[src/rtl/hazard_unit.sv]
// Pipeline hazard control for a 5-stage RISC-V core: EX operand forwarding, load-use bubbles,
// branch flushes, data-memory wait freezing with timeout fault, and saturating perf counters.
module hazard_unit #(
    parameter int WAIT_MAX = 16,
    parameter int CNT_W    = 16
) (
    input  logic             clk,
    input  logic             rst,
    input  logic [4:0]       Rs1D,
    input  logic [4:0]       Rs2D,
    input  logic [4:0]       Rs1E,
    input  logic [4:0]       Rs2E,
    input  logic [4:0]       RdE,
    input  logic [4:0]       RdM,
    input  logic [4:0]       RdW,
    input  logic             ResultSrcE0,
    input  logic             RegWriteM,
    input  logic             RegWriteW,
    input  logic             PCSrcE,
    input  logic             MemAccessM,
    input  logic             DMemReadyM,
    output logic [1:0]       ForwardAE,
    output logic [1:0]       ForwardBE,
    output logic             StallF,
    output logic             StallD,
    output logic             StallE,
    output logic             StallM,
    output logic             FlushD,
    output logic             FlushE,
    output logic             FlushW,
    output logic             fault,
    output logic [CNT_W-1:0] stall_cycles,
    output logic [CNT_W-1:0] flush_count
);
    localparam int WAIT_W = $clog2(WAIT_MAX + 1) + 1;

    typedef enum logic [1:0] {RUN, MWAIT, FAULT} state_t;

    state_t            state_reg, state_next;
    logic [WAIT_W-1:0] wait_cnt_reg, wait_cnt_next;
    logic [CNT_W-1:0]  stall_cycles_reg, flush_count_reg;
    logic              redirect;
    logic              lu;
    logic              freeze;

    // M-stage result is younger than W, so it takes priority.
    function automatic logic [1:0] fwd_sel(input logic [4:0] rs);
        if (RegWriteM && RdM != 5'd0 && RdM == rs)
            return 2'b10;
        else if (RegWriteW && RdW != 5'd0 && RdW == rs)
            return 2'b01;
        else
            return 2'b00;
    endfunction

    assign freeze = MemAccessM & ~DMemReadyM;
    assign lu     = ResultSrcE0 & (RdE != 5'd0) & ((RdE == Rs1D) | (RdE == Rs2D));

    always_comb begin
        ForwardAE     = fwd_sel(Rs1E);
        ForwardBE     = fwd_sel(Rs2E);
        StallF        = 1'b0;
        StallD        = 1'b0;
        StallE        = 1'b0;
        StallM        = 1'b0;
        FlushD        = 1'b0;
        FlushE        = 1'b0;
        FlushW        = 1'b0;
        redirect      = 1'b0;
        state_next    = state_reg;
        wait_cnt_next = wait_cnt_reg;

        unique case (state_reg)
            RUN, MWAIT: begin
                if ((state_reg == RUN && freeze) || (state_reg == MWAIT && !DMemReadyM)) begin
                    StallF = 1'b1;
                    StallD = 1'b1;
                    StallE = 1'b1;
                    StallM = 1'b1;
                    FlushW = 1'b1;
                    if (state_reg == RUN) begin
                        state_next    = MWAIT;
                        wait_cnt_next = WAIT_W'(1);
                    end else begin
                        wait_cnt_next = wait_cnt_reg + WAIT_W'(1);
                        if (wait_cnt_next >= WAIT_W'(WAIT_MAX))
                            state_next = FAULT;
                    end
                end else begin
                    // A redirect squashes the dependent instruction, so no bubble is needed.
                    if (PCSrcE) begin
                        FlushD   = 1'b1;
                        FlushE   = 1'b1;
                        redirect = 1'b1;
                    end else if (lu) begin
                        StallF = 1'b1;
                        StallD = 1'b1;
                        FlushE = 1'b1;
                    end
                    state_next    = RUN;
                    wait_cnt_next = '0;
                end
            end
            FAULT: begin
                StallF = 1'b1;
                StallD = 1'b1;
                StallE = 1'b1;
                StallM = 1'b1;
                FlushW = 1'b1;
            end
            default: state_next = RUN;
        endcase

        if (rst) begin
            ForwardAE = 2'b00;
            ForwardBE = 2'b00;
            StallF    = 1'b0;
            StallD    = 1'b0;
            StallE    = 1'b0;
            StallM    = 1'b0;
            FlushD    = 1'b1;
            FlushE    = 1'b1;
            FlushW    = 1'b1;
            redirect  = 1'b0;
        end
    end

    always_ff @(posedge clk) begin
        if (rst) begin
            state_reg        <= RUN;
            wait_cnt_reg     <= '0;
            stall_cycles_reg <= '0;
            flush_count_reg  <= '0;
        end else begin
            state_reg    <= state_next;
            wait_cnt_reg <= wait_cnt_next;
            if (StallF && stall_cycles_reg != '1)
                stall_cycles_reg <= stall_cycles_reg + CNT_W'(1);
            if (redirect && flush_count_reg != '1)
                flush_count_reg <= flush_count_reg + CNT_W'(1);
        end
    end

    assign fault        = (state_reg == FAULT);
    assign stall_cycles = stall_cycles_reg;
    assign flush_count  = flush_count_reg;

endmodule
[config.mk]
export PLATFORM = sky130hd
export DESIGN_NAME = hazard_unit
export DESIGN_NICKNAME = d
export VERILOG_FILES = /design/src/rtl/hazard_unit.sv
export SDC_FILE = /design/constraint.sdc
export NUM_CORES = 1
export LEC_CHECK = 0
export CAP_MARGIN = 20
export CORE_MARGIN = 1.5
export CORE_UTILIZATION = 68
export CTS_CLUSTER_SIZE = 16
export DETAILED_ROUTE_END_ITERATION = 7
export DONT_BUFFER_PORTS = 1
export GPL_TIMING_DRIVEN = 0
export MAX_ROUTING_LAYER = met4
export PLACE_DENSITY = 0.84
export SLEW_MARGIN = 20
export SYNTH_ARGS = -nofsm -noshare
export SYNTH_HDL_FRONTEND = slang
export SYNTH_SLANG_ARGS = --single-unit
[constraint.sdc]
create_clock -name clk -period 5.3 [get_ports clk]
set_clock_uncertainty 0.2 [all_clocks]
set_input_delay 1.06 -clock clk [delete_from_list [all_inputs] [get_ports clk]]
set_output_delay 1.06 -clock clk [all_outputs]
set_load 0.01 [all_outputs]
After elaboration in Yosys (flattened, before gate mapping)
Cells that the tools add are included.
{"block": "totals", "mem_count": 0, "ramBits": 0, "romBits": 0, "ff_bits": 40, "latchBits": 0, "input_bits": 43}
{"block": "op_classes", "n_div": 0, "n_eq_ne": 11, "reduce_logical": 18, "n_shift": 0, "n_mul": 0, "add_sub_neg": 3, "n_mux": 30, "n_bitwise": 6, "order_cmp": 1}
{"cell": "$add A16 B1 Y16 const B", "n": 2}
{"cell": "$ne A16 B16 Y1 const B", "n": 2}
{"cell": "$eq A5 B5 Y1", "n": 6}
{"cell": "$mux W1", "n": 18}
{"cell": "$reduce_bool A5 Y1", "n": 3}
{"cell": "$mux W2", "n": 7}
{"cell": "$mux W6", "n": 2}
{"cell": "$logic_and A1 B1 Y1", "n": 10}
{"cell": "$add A6 B1 Y6 const B", "n": 1}
{"cell": "$ge A6 B5 Y1 const B", "n": 1}
{"cell": "$ne A4 B4 Y1 const B", "n": 1}
{"cell": "$pmux W1 S2", "n": 2}
{"cell": "$pmux W2 S2", "n": 1}
{"cell": "$and A1 B1 Y1", "n": 3}
{"cell": "$eq A2 B1 Y1 const B", "n": 1}
{"cell": "$eq A2 B2 Y1 const B", "n": 1}
{"cell": "$logic_not A2 Y1", "n": 1}
{"cell": "$not A1 Y1", "n": 2}
{"cell": "$reduce_and A2 Y1", "n": 1}
{"cell": "$reduce_or A2 Y1", "n": 1}
{"cell": "$logic_not A1 Y1", "n": 1}
{"cell": "$logic_or A1 B1 Y1", "n": 1}
{"cell": "$or A1 B1 Y1", "n": 1}

Longest topological paths before layout
{"block": "depth", "ltp_word": 9, "ltp_mapped": 8, "ltp_nobuf": 7}

Worst setup path before layout
OpenSTA, ideal clock, no wires.
{"block": "synth_path", "path_type": "input to output", "start": "in RdE[1]", "end": "out StallF", "t_required_ps": 4040, "n_path_buf": 2, "setup_slack_ps": 1580, "arrival_time_ps": 2460, "stages": 7, "cell_sequence": "or4_1 o21ai_2 nor2_1 a21oi_4 buf_4 inv_1 buf_4"}
{"block": "synth_between", "elab_chain_cells": 8}
{"element": "from (decl)", "line": "13", "rtl": "input logic [4:0] RdE,"}
{"element": "$eq A5 B5 Y1 / $reduce_bool A5 Y1 (equally long branches)", "line": "57", "rtl": "assign lu = ResultSrcE0 & (RdE != 5'd0) & ((RdE == Rs1D) | (RdE == Rs2D));"}
{"element": "$or A1 B1 Y1 / $and A1 B1 Y1 (equally long branches)", "line": "57"}
{"element": "$and A1 B1 Y1 *", "line": "57"}
{"element": "$mux W1 * (3 in a row)"}
{"element": "$pmux W1 S2 *"}
{"element": "$mux W1 *"}
{"element": "to (decl)", "line": "24", "rtl": "output logic StallF,"}
Mark *: on every way between the ends. The rest lies on a longest branch, timed or not.

Worst setup path after layout
Same ends and word-level chain as after synthesis.

==> results.txt <==
Share of the synthesized area in the top cell type = 32.65%
Number of register bits inferred by synthesis = 40
Min Hold Slack = 0.3206 ns
Area delta synth->final = 5.000%
EDFF count, synth = 0
Mapped Cells = 299
Req. time, crit path = 4.04 ns
Startpoint types = input pin
Clock Pin Slew Worst Setup and Hold Paths = 0.11 ns
Final setup violation count = 0
Syn_nets = 345
# fillers = 279
Syn Std Cell Area = 2452 um^2
Kind of critical path = input pin to output pin
HPWL Detailed = 4.143 mm
Grt ovf = 0
Layout cells sized above 1 = 8.824%
Routed len/inst = 15.26 um
Fin. max-slew vios = 0
Synth unique cells = 49
Largest net degree at the start of global routing = 12
Worst Path Arrival = 2.66 ns
CTS Buf Count = 5
DRT Pass-1 Iters = 4
GRT Overall Usage = 29.47%
Diode count = 0
Fin. Hold Viols = 0
Clock Sinks = 40
Sequential fraction of the synthesis area = 32.65%
Register Area = 800.8 um^2
Max_slew headroom = 62.71%
Largest family of logic cells by synthesized area = simple AND/OR/NAND/NOR gates
Via-per-instance ratio = 6.227
Pwr dens = 207.6 nW/um^2
RSZ-0062 raised after global routing = no
Period utilization = 74.05%
Dominant synthesized flop cell = dfxtp_1
Cell Rows = 21
Commonest non-fill, non-tap cell in the layout = dfxtp_1
Total negative slack = 0 ns
Ys async rst share = 0%
Status = completed
Core box area = 3390 um^2
Multi-input gate area = 1554 um^2
Root Driver = clkbuf_4
Number of port buffers = 0
Tmin final = 3.924 ns
Total wire length = 5.370 mm
Clock Latency Late Sink = 0.34 ns
P_leak = 0.8490 nW
DRT antenna net count = 0
DIE WIDTH = 63.06 um
1st-iter DRT viols = 105
Detailed-route via count = 2192
Commonest non-fill, non-tap cells in the layout = dfxtp_1, nor2_1, xnor2_1, nand2_1, a21oi_1
Initial antenna violation count = 0
Die height = 63.06 um
CTS tree = done
Largest fanout on the critical path = 10
Starting Density = 72.35%
Clock Path Buffers = 2
Hold_buf cts = 0
Worst ir drop on vdd = 0.1269 mV
PostCTS Resize Cnt = 0
Compound-gate portion of the synthesized area = 15.41%
Max Freq = 254.8 MHz
Synth warn = 0
Post-CTS Setup Bufs = 0
Xor/xnor share of the synthesized area = 15.36%
Crit end category = output pin
Nets@finish = 352
Worst min path class = register to register
Mux share of post-synthesis cell area = 1.735%
Routability cong. = 0.8129
Post-Synthesis Mean Instance Area = 8.202 um^2
Worst slew pin tran = 0.5542 ns
Die ar. = 3976 um^2
Max-cap violations = 0
I/O Pins = 87
Design Power = 0.5345 mW
Simple-gate share of the synthesized area = 29.34%
First-pass GRT wire length = 9.266 mm
Synth Area in Adders = 1.531%
Leading area contributor after synthesis = dfxtp_1
DRC viols = 0
CTS H-tree lvls = 2
Number of global-route vias before repair = 2156
Top post-synthesis cells by area = dfxtp_1, xnor2_1, xor2_1, a21oi_1, nor2_1
-- cell usage after synthesis (6+ instances only) --
| master | instances |
|---|---|
| nand3_1 | 11 |
| or3_1 | 8 |
| o21ai_0 | 14 |
| or4_1 | 10 |
| nand2_1 | 24 |
| nor4_1 | 8 |
| nor2_1 | 25 |
| nand4_1 | 9 |
| inv_1 | 6 |
| xnor2_1 | 24 |
| dfxtp_1 | 40 |
| a21oi_1 | 22 |
| xor2_1 | 19 |
-- metal layers --
layer / wire length (um) / GRT usage (%) / share of wire, % / vias to the layer above
met5: 0 / - / 0 / -
met4: 21 / 8.889 / 0.39 / 0
met3: 547 / 7.857 / 10 / 2
met2: 2573 / 49.20 / 48 / 85
met1: 2228 / 34.77 / 41 / 1007
li1: - / - / - / 1098
-- metrics by stage --
stage / std cells / util (%) / setup WS, ns / cell area, um^2
finish: 352 / 75.97 / 1.376 / 2575
global route: 352 / 75.97 / 1.270 / 2575
CTS: 352 / 75.97 / 1.382 / 2575
detailed placement: 345 / 74.05 / 1.384 / 2510
global placement: 345 / 74.05 / 1.393 / 2510
floorplan: 299 / - / 1.580 / 2452
-- cells by family after synthesis --
| family | count (synthesis) |
|---|---|
| AO/OA/AOI/OAI | 59 |
| XOR/XNOR | 43 |
| adder cells (fa/ha/maj) | 3 |
| buffers and inverters | 19 |
| flip-flops | 40 |
| multiplexers | 4 |
| AND/OR/NAND/NOR | 131 |
-- final timing paths --
kind,slack (ns),cells past startpoint,from,to
worst max-delay path,1.38,7,RdE[1],StallF
worst min-delay path,0.32,2,wait_cnt_reg[3],wait_cnt_reg[5]
worst max register to register,2.88,7,stall_cycles[0],stall_cycles[3]
worst min register to register,0.32,2,wait_cnt_reg[3],wait_cnt_reg[5]
-- area by class of cell --
class	instances	area share (%)
inverters	6	0.8746
flip-flops and latches	40	31.10
clock buffers	7	2.527
well taps	46	2.235
plain buffers	13	2.915
multi-input cells	240	60.35
-- worst max-delay path: stages --
cell	delay [ns]
or4_1	0.55
o21ai_2	0.18
nor2_1	0.11
a21oi_4	0.28
buf_4	0.22
inv_1	0.10
buf_4	0.15
-- power breakdown --
group          internal, mW  switching (mW)  leakage, nW
Clock                0.0753          0.0917       0.0374
Combinational        0.0276          0.0316        0.489
Sequential            0.303         0.00505        0.323
(Power assumes the default switching activity.)
